===== config.mk =====
export PLATFORM = sky130hd
export DESIGN_NAME = meas_tx_arbiter
export DESIGN_NICKNAME = d
export VERILOG_FILES = /design/src/rtl/meas_tx_arbiter.sv
export SDC_FILE = /design/constraint.sdc
export NUM_CORES = 1
export LEC_CHECK = 0
export CORE_ASPECT_RATIO = 1.2
export CORE_UTILIZATION = 55
export CTS_CLUSTER_DIAMETER = 80
export CTS_CLUSTER_SIZE = 8
export DETAILED_ROUTE_END_ITERATION = 10
export PLACE_DENSITY = 0.93
export SLEW_MARGIN = 15
export SYNTH_ARGS = -nofsm -noshare
export SYNTH_HDL_FRONTEND = slang
export SYNTH_SLANG_ARGS = --single-unit
export TNS_END_PERCENT = 50

===== constraint.sdc =====
create_clock -name clk -period 3.7 [get_ports clk]
set_input_delay 0.555 -clock clk [delete_from_list [all_inputs] [get_ports clk]]
set_output_delay 0.555 -clock clk [all_outputs]
set_load 0.05 [all_outputs]

===== src/rtl/meas_tx_arbiter.sv =====
// rtl/meas_tx_arbiter.sv - round-robin scheduler sharing one frame transmitter between measurement channels
module meas_tx_arbiter #(
    parameter int N_CH         = 4,
    parameter int DATA_W       = 16,
    parameter int BUSY_TIMEOUT = 1024,
    localparam int ID_W        = $clog2(N_CH),
    localparam int CNT_W       = $clog2(BUSY_TIMEOUT + 1)
) (
    input  logic                     clk,
    input  logic                     rst_n,
    input  logic [N_CH-1:0]          ch_valid,
    input  logic [N_CH*DATA_W-1:0]   ch_data,
    output logic                     tx_send,
    output logic [DATA_W-1:0]        tx_data,
    output logic [ID_W-1:0]          tx_id,
    input  logic                     tx_busy,
    output logic [N_CH-1:0]          ch_pending,
    output logic [N_CH-1:0]          ovr,
    output logic                     err_timeout,
    input  logic                     flags_clr
);

    typedef enum logic [1:0] {IDLE, ISSUE, WAIT_BUSY, WAIT_DONE} state_t;

    state_t              state;
    logic [ID_W-1:0]     last;
    logic [CNT_W-1:0]    cnt;
    logic [N_CH-1:0]     pend;
    logic [DATA_W-1:0]   slot_data [N_CH];

    logic [ID_W-1:0]     grant_id;
    logic [ID_W-1:0]     idx;
    logic                grant_fire;

    // Scan downward so the candidate closest after 'last' is written last and wins.
    always_comb begin
        grant_id = '0;
        idx      = '0;
        for (int k = N_CH; k >= 1; k--) begin
            idx = ID_W'((int'(last) + k) % N_CH);
            if (pend[idx]) begin
                grant_id = idx;
            end
        end
    end

    assign grant_fire = (state == IDLE) && (|pend);
    assign ch_pending = pend;

    // A strobe arriving on the slot being granted refills it; the grant keeps the old value.
    always_ff @(posedge clk) begin
        if (!rst_n) begin
            pend <= '0;
            ovr  <= '0;
            for (int i = 0; i < N_CH; i++) begin
                slot_data[i] <= '0;
            end
        end else begin
            for (int i = 0; i < N_CH; i++) begin
                if (ch_valid[i]) begin
                    slot_data[i] <= ch_data[i*DATA_W +: DATA_W];
                    pend[i]      <= 1'b1;
                end else if (grant_fire && (grant_id == ID_W'(i))) begin
                    pend[i] <= 1'b0;
                end
                ovr[i] <= (ovr[i] & ~flags_clr)
                        | (ch_valid[i] & pend[i] & ~(grant_fire && (grant_id == ID_W'(i))));
            end
        end
    end

    always_ff @(posedge clk) begin
        if (!rst_n) begin
            state       <= IDLE;
            last        <= ID_W'(N_CH - 1);
            cnt         <= '0;
            tx_send     <= 1'b0;
            tx_data     <= '0;
            tx_id       <= '0;
            err_timeout <= 1'b0;
        end else begin
            tx_send     <= 1'b0;
            err_timeout <= err_timeout & ~flags_clr;
            case (state)
                IDLE: begin
                    if (grant_fire) begin
                        tx_data <= slot_data[grant_id];
                        tx_id   <= grant_id;
                        tx_send <= 1'b1;
                        state   <= ISSUE;
                    end
                end
                ISSUE: begin
                    last  <= tx_id;
                    cnt   <= '0;
                    state <= WAIT_BUSY;
                end
                WAIT_BUSY: begin
                    // Final count value is chosen so the flag is visible BUSY_TIMEOUT cycles after tx_send.
                    if (tx_busy) begin
                        state <= WAIT_DONE;
                    end else if (cnt == CNT_W'(BUSY_TIMEOUT - 2)) begin
                        err_timeout <= 1'b1;
                        state       <= IDLE;
                    end else begin
                        cnt <= cnt + CNT_W'(1);
                    end
                end
                WAIT_DONE: begin
                    if (!tx_busy) begin
                        state <= IDLE;
                    end
                end
                default: state <= IDLE;
            endcase
        end
    end

endmodule


==> Word-level counts from Yosys, hierarchy flattened <==
Memory sizes are Yosys's and may differ from the RTL's. A register that Yosys moved wholly into a read port is not among the register bits.
Cells that the tools add are included.
{ "totals": {"ram_bits": 64, "output_inout_bits": 28, "regBits": 27, "inputBits": 72, "mem_count": 1} }
{ "classes": {"n_eq_ne": 12, "n_reduce_logical": 18, "n_mux": 49, "magnitude_cmp": 4, "n_addsub": 5, "bitwise": 26} }
{ "memory_table": {"columns": ["name", "words", "word_bits", "read_ports", "rd_ports_with_merged_regs", "write_ports", "line", "source"], "rows": [
  ["slot_data", 4, 16, 1, 1, 4, "29", "logic [DATA_W-1:0] slot_data [N_CH];"]
]} }
{ "ops": {"columns": ["operator", "n"], "rows": [
  ["$mux 16", 4],
  ["$mux 1", 29],
  ["$mux 11", 2],
  ["$pmux 11 s2", 1],
  ["$mux 2", 8],
  ["$and 1x1->1", 13],
  ["$lt 2x3->1 const B", 4],
  ["$add 11x1->11 const B", 1],
  ["$eq 11x10->1 const B", 1],
  ["$reduce_bool 2->1", 5],
  ["$bmux 1 s2", 4],
  ["$eq 2x2->1 const B", 4],
  ["$ne 2x2->1 const B", 4],
  ["$or 1x1->1", 8],
  ["$pmux 2 s4", 1],
  ["$reduce_and 3->1", 2],
  ["$logic_and 1x1->1", 5],
  ["$not 1->1", 5],
  ["$add 2x1->2 const B", 2],
  ["$add 2x2->2 const B", 2],
  ["$eq 2x1->1 const B", 2],
  ["$logic_not 2->1", 2],
  ["$reduce_and 2->1", 2],
  ["$reduce_or 4->1", 1],
  ["other kinds (2)", 2]
]} }

==> Longest topological paths before layout <==
{ "logic_depth": {"ltp_word": 12, "mapped_depth": 8, "depth_no_buf": 7} }

==> Least setup slack after synthesis <==
Ideal clock, no wire load.
{ "synth_path": {"path_type": "register to register", "from": "register pend[3] (netlist: ch_pending[3])", "to": "register ovr[3]", "period_less_slack_ps": 1935, "setup_ps": 117, "path_buffers": 0, "path_stages_with_launch": 5, "t_arrival_ps": 1817, "setup_slack_ps": 1765, "path_cell_list": "dfxtp_1 > nor2_1 > a311o_1 > o31a_1 > a32o_1"} }
{ "synth_via": {"elab_chain_cells": 11} }
{ "synth_lines": {"columns": ["element", "line", "source"], "rows": [
  ["start: declaration", "28", "logic [N_CH-1:0] pend;"],
  ["start signal: assignment", "53", "pend <= '0;"],
  ["start signal: indexed assignment", "62", "pend[i] <= 1'b1;"],
  ["start signal: indexed assignment", "64", "pend[i] <= 1'b0;"],
  ["$bmux 1 s2", "41", "if (pend[idx]) begin"],
  ["$mux 1 (implied by the code)", "41", null],
  ["$mux 2 (4 in a row)", "41", null],
  ["$eq 2x2->1", "67", "| (ch_valid[i] & pend[i] & ~(grant_fire && (grant_id == ID_W'(i))));"],
  ["$logic_and 1x1->1", "67", null],
  ["$not 1->1", "67", null],
  ["$and 1x1->1 (*)", "67", null],
  ["$or 1x1->1 (*)", "67", null],
  ["end signal: indexed assignment", "66", "ovr[i] <= (ovr[i] & ~flags_clr)"],
  ["end: declaration", "18", "output logic [N_CH-1:0] ovr,"]
]} }
Every way passes the cells marked *; elsewhere a longest branch is shown, timed or not. The select of a mux whose other input is x is not followed.
A chain may end at the register's enable or synchronous reset.

==> Final worst setup path <==
{ "layout_path": {"from": "register pend[3] (netlist: ch_pending[3])", "to": "output port ch_pending[3]"} }
{ "layout_rtl": {"columns": ["element", "line", "source"], "rows": [
  ["end: declaration", "17", "output logic [N_CH-1:0] ch_pending,"]
]} }
No word-level cell between the ends.

==> results.md <==
- Outcome: finished, final reports clean
- Critical Path AT: around 1800 ps
- Tmin final: 2360 ps
- Initial DRC count: 280
- Seq/Total Area, Yosys: between 50% and 60%
- Routed wire length: about 11000 um
- Rows: 36
- Boundary Pins: 100
- Most common cell after layout, fill and taps aside: clkdlybuf4s50_1
- Synth Warn #: 0
- H-tree depth: 3
- CTS sink count: roughly 110
- Die X: 86.1 um
- Reg-to-reg startpoint: ch_pending[1]
- Vias/cell: 5.86
- Critical path cell sequence: clkdlybuf4s50_1
- Final setup viols: 0
- Slew Limit Headroom: roughly 38%
- WS Path Type: flop to output port
- Gp weighted congestion: 0.875
- Synth cell types: 49
- Largest net degree at the start of global routing: slightly below 50
- PortBufs: 99
- Slew Limit Fails: 0
- Yosys reg bits: 107
- Fmax achieved: 423 MHz
- First-pass GRT wire length: 17300 um
- Final worst path period share: about 64%
- Mapped Cells: 370
- Clk_lat worst skew: between 300 and 400 ps
- R2r endpoint: ovr[0]
- Total grt overflow: 0
- Pre-CTS setup slack: about 1300 ps
- Worst hold start: ovr[1]
- Crit path max fanout: 8
- Drt wl/cell: around 20 um
- DP Area: ~5700 sq um
- Max Cap Viol: 0
- Buf+Inv Stages, Crit Path: 1
- Worst Setup End Kind: output port
- Initial antenna violation count: 0
- CTS clk-pin slew, worst paths: ~90 ps
- Hold EP: ovr[1]
- Fraction of layout cells with a size suffix above 1: under 10%
- Syn Std Cell Area: approximately 4700 sq um
- # hold bufs at CTS: 0
- Hold Fails Final Rpt: 0
- Unrepaired setup endpoints after global routing: false
- Async S/R FF share, synth: 0%
- Fill count: about 530
- Ant diodes: 0
- CTS resizes: 0
- Pre-antenna DRT Iters: 4
- Final Instance Area: between 5000 and 6000 sq um
- Total negative setup slack: 0 ps
- CP top delay family: buffers and inverters
- Pleak: ~2.4 nW
- Bufs on Longest Clock Path: 2
- CTS tree: yes
- Antenna viol nets, final: 0
- Slowest CP cell: clkdlybuf4s50_1
- Total number of vias: approximately 3400
- Mapped Avg Cell Area: roughly 13 sq um
- Tightest Pin Transition: 934 ps
- Reg2reg path depth: 5
- Number of global-route vias before repair: 3481
- Overall power: 2.86 mW
- Final nets: around 530
- Total core area: slightly above 8000 sq um
- Top_reg_cell synth: edfxtp_1
- CP required: ~3100 ps
- CP Launch Type: flop
- CP peak stage delay: approximately 900 ps
- Min-Delay Path Class: flop to flop
- Pwr per Cell Area: 487 nW/um^2
- DRC: 0
- Hold depth: 1
- Most frequent cells in the layout: 98 x clkdlybuf4s50_1, 64 x and3_1, 64 x edfxtp_1, 43 x dfxtp_1, 34 x mux2i_1
- Syn Nets: approximately 440
- Post-synth EDFFs: 64
- Peak supply drop: roughly 240 uV
- P&R area growth vs syn: 26.2%
- DIE AREA: about 9000 sq um
- CTS buffer count: 9
- Setup Buffers After CTS: 0
- Root Buffer: clkbuf_8
- Final Core Density: a little over 70%
- Initial Util: a little under three fifths
- Post-DP HPWL: approximately 8200 um
- Fin Clk Skew: roughly 15 ps
- Die H: 103 um
- Reg-to-reg slack, setup: 1480 ps
- Total track usage: a little over a quarter
- Final worst slack: 1340 ps
Yosys cell counts (2+ instances only):
cell	number	area [sq um]
nand2_1	11	41.3
o31a_1	4	35.0
o311ai_0	2	17.5
and3_1	64	400
nor2_1	10	37.5
clkbuf_1	19	71.3
o21ai_0	22	110
a21oi_1	3	15.0
nand3_1	7	35.0
dfxtp_1	43	861
mux2i_1	34	340
inv_1	4	15.0
and2_1	3	18.8
edfxtp_1	64	1920
nor3_1	4	20.0
a21boi_1	4	30.0
a31oi_1	3	18.8
xnor2_1	4	35.0
a32o_1	4	40.0
ha_1	2	25.0
buf_6	3	33.8
nand2b_1	7	43.8
nand4_1	2	12.5
nor2b_1	4	25.0
a221oi_2	10	150
o21a_1	4	30.0
a221oi_1	6	52.6
or4_1	2	15.0
where the power goes:
| group | total [mW] | internal [mW] | switching (mW) |
|---|---|---|---|
| registers | 1.45 | 1.38 | 0.0699 |
| logic | 0.728 | 0.288 | 0.440 |
| clock network | 0.685 | 0.305 | 0.380 |
registers in the layout, summed over array words and instances (netlist names), 2 cells and up:
register	flops
ch_pending	4
cnt	11
last	2
ovr	4
slot_data	64
state	2
tx_data	16
tx_id	2
stage by stage:
step           std cells  hold slack [ps]
5_1_grt              579              517
4_1_cts              579              489
2_1_floorplan        370              463
3_3_place_gp         563              454
6_report             579              485
3_5_place_dp         563              470
worst max path at each step:
stage	from	to	slack [ps]	cells after the start
6_report	ch_pending[3]	ch_pending[3]	1340	1
5_1_grt	ch_pending[3]	ch_pending[3]	1260	1
4_1_cts	ch_pending[3]	ch_pending[3]	1320	1
3_5_place_dp	ch_valid[0]	slot_data[0][11]	1310	2
3_3_place_gp	ch_valid[3]	slot_data[3][3]	1410	2
2_1_floorplan	ch_pending[3]	ovr[3]	1770	4
layout make-up:
type	instances	area (sq um)	area share, %
clock buffer	13	170	2.89
clock inverter	3	21.3	0.361
inverter	4	15.0	0.255
multi-input combinational	234	1730	29.4
sequential	107	2780	47.3
tap	114	143	2.42
timing repair buffer	104	1020	17.4
cell families (layout without fill, tap and decap cells):
group	Yosys count	count (layout)	synth area share [%]
xor+xnor	5	5	0.939
simple gates	123	123	15.6
mux	34	34	7.30
fa+ha+maj	2	2	0.537
buf+inv	29	124	3.49
compound gates	70	70	12.5
flops	107	107	59.7
metal layers:
layer	vias to the layer above	share of wire [%]	wire length, um	track usage [%]
met2	135	52	5910	46.8
met3	28	6.1	700	7.53
met4	0	3.6	405	14.0
met1	1630	38	4390	30.1
li1	1599	-	-	-
met5	-	0	0	0
No activity file was read; power rests on OpenSTA's default activity.
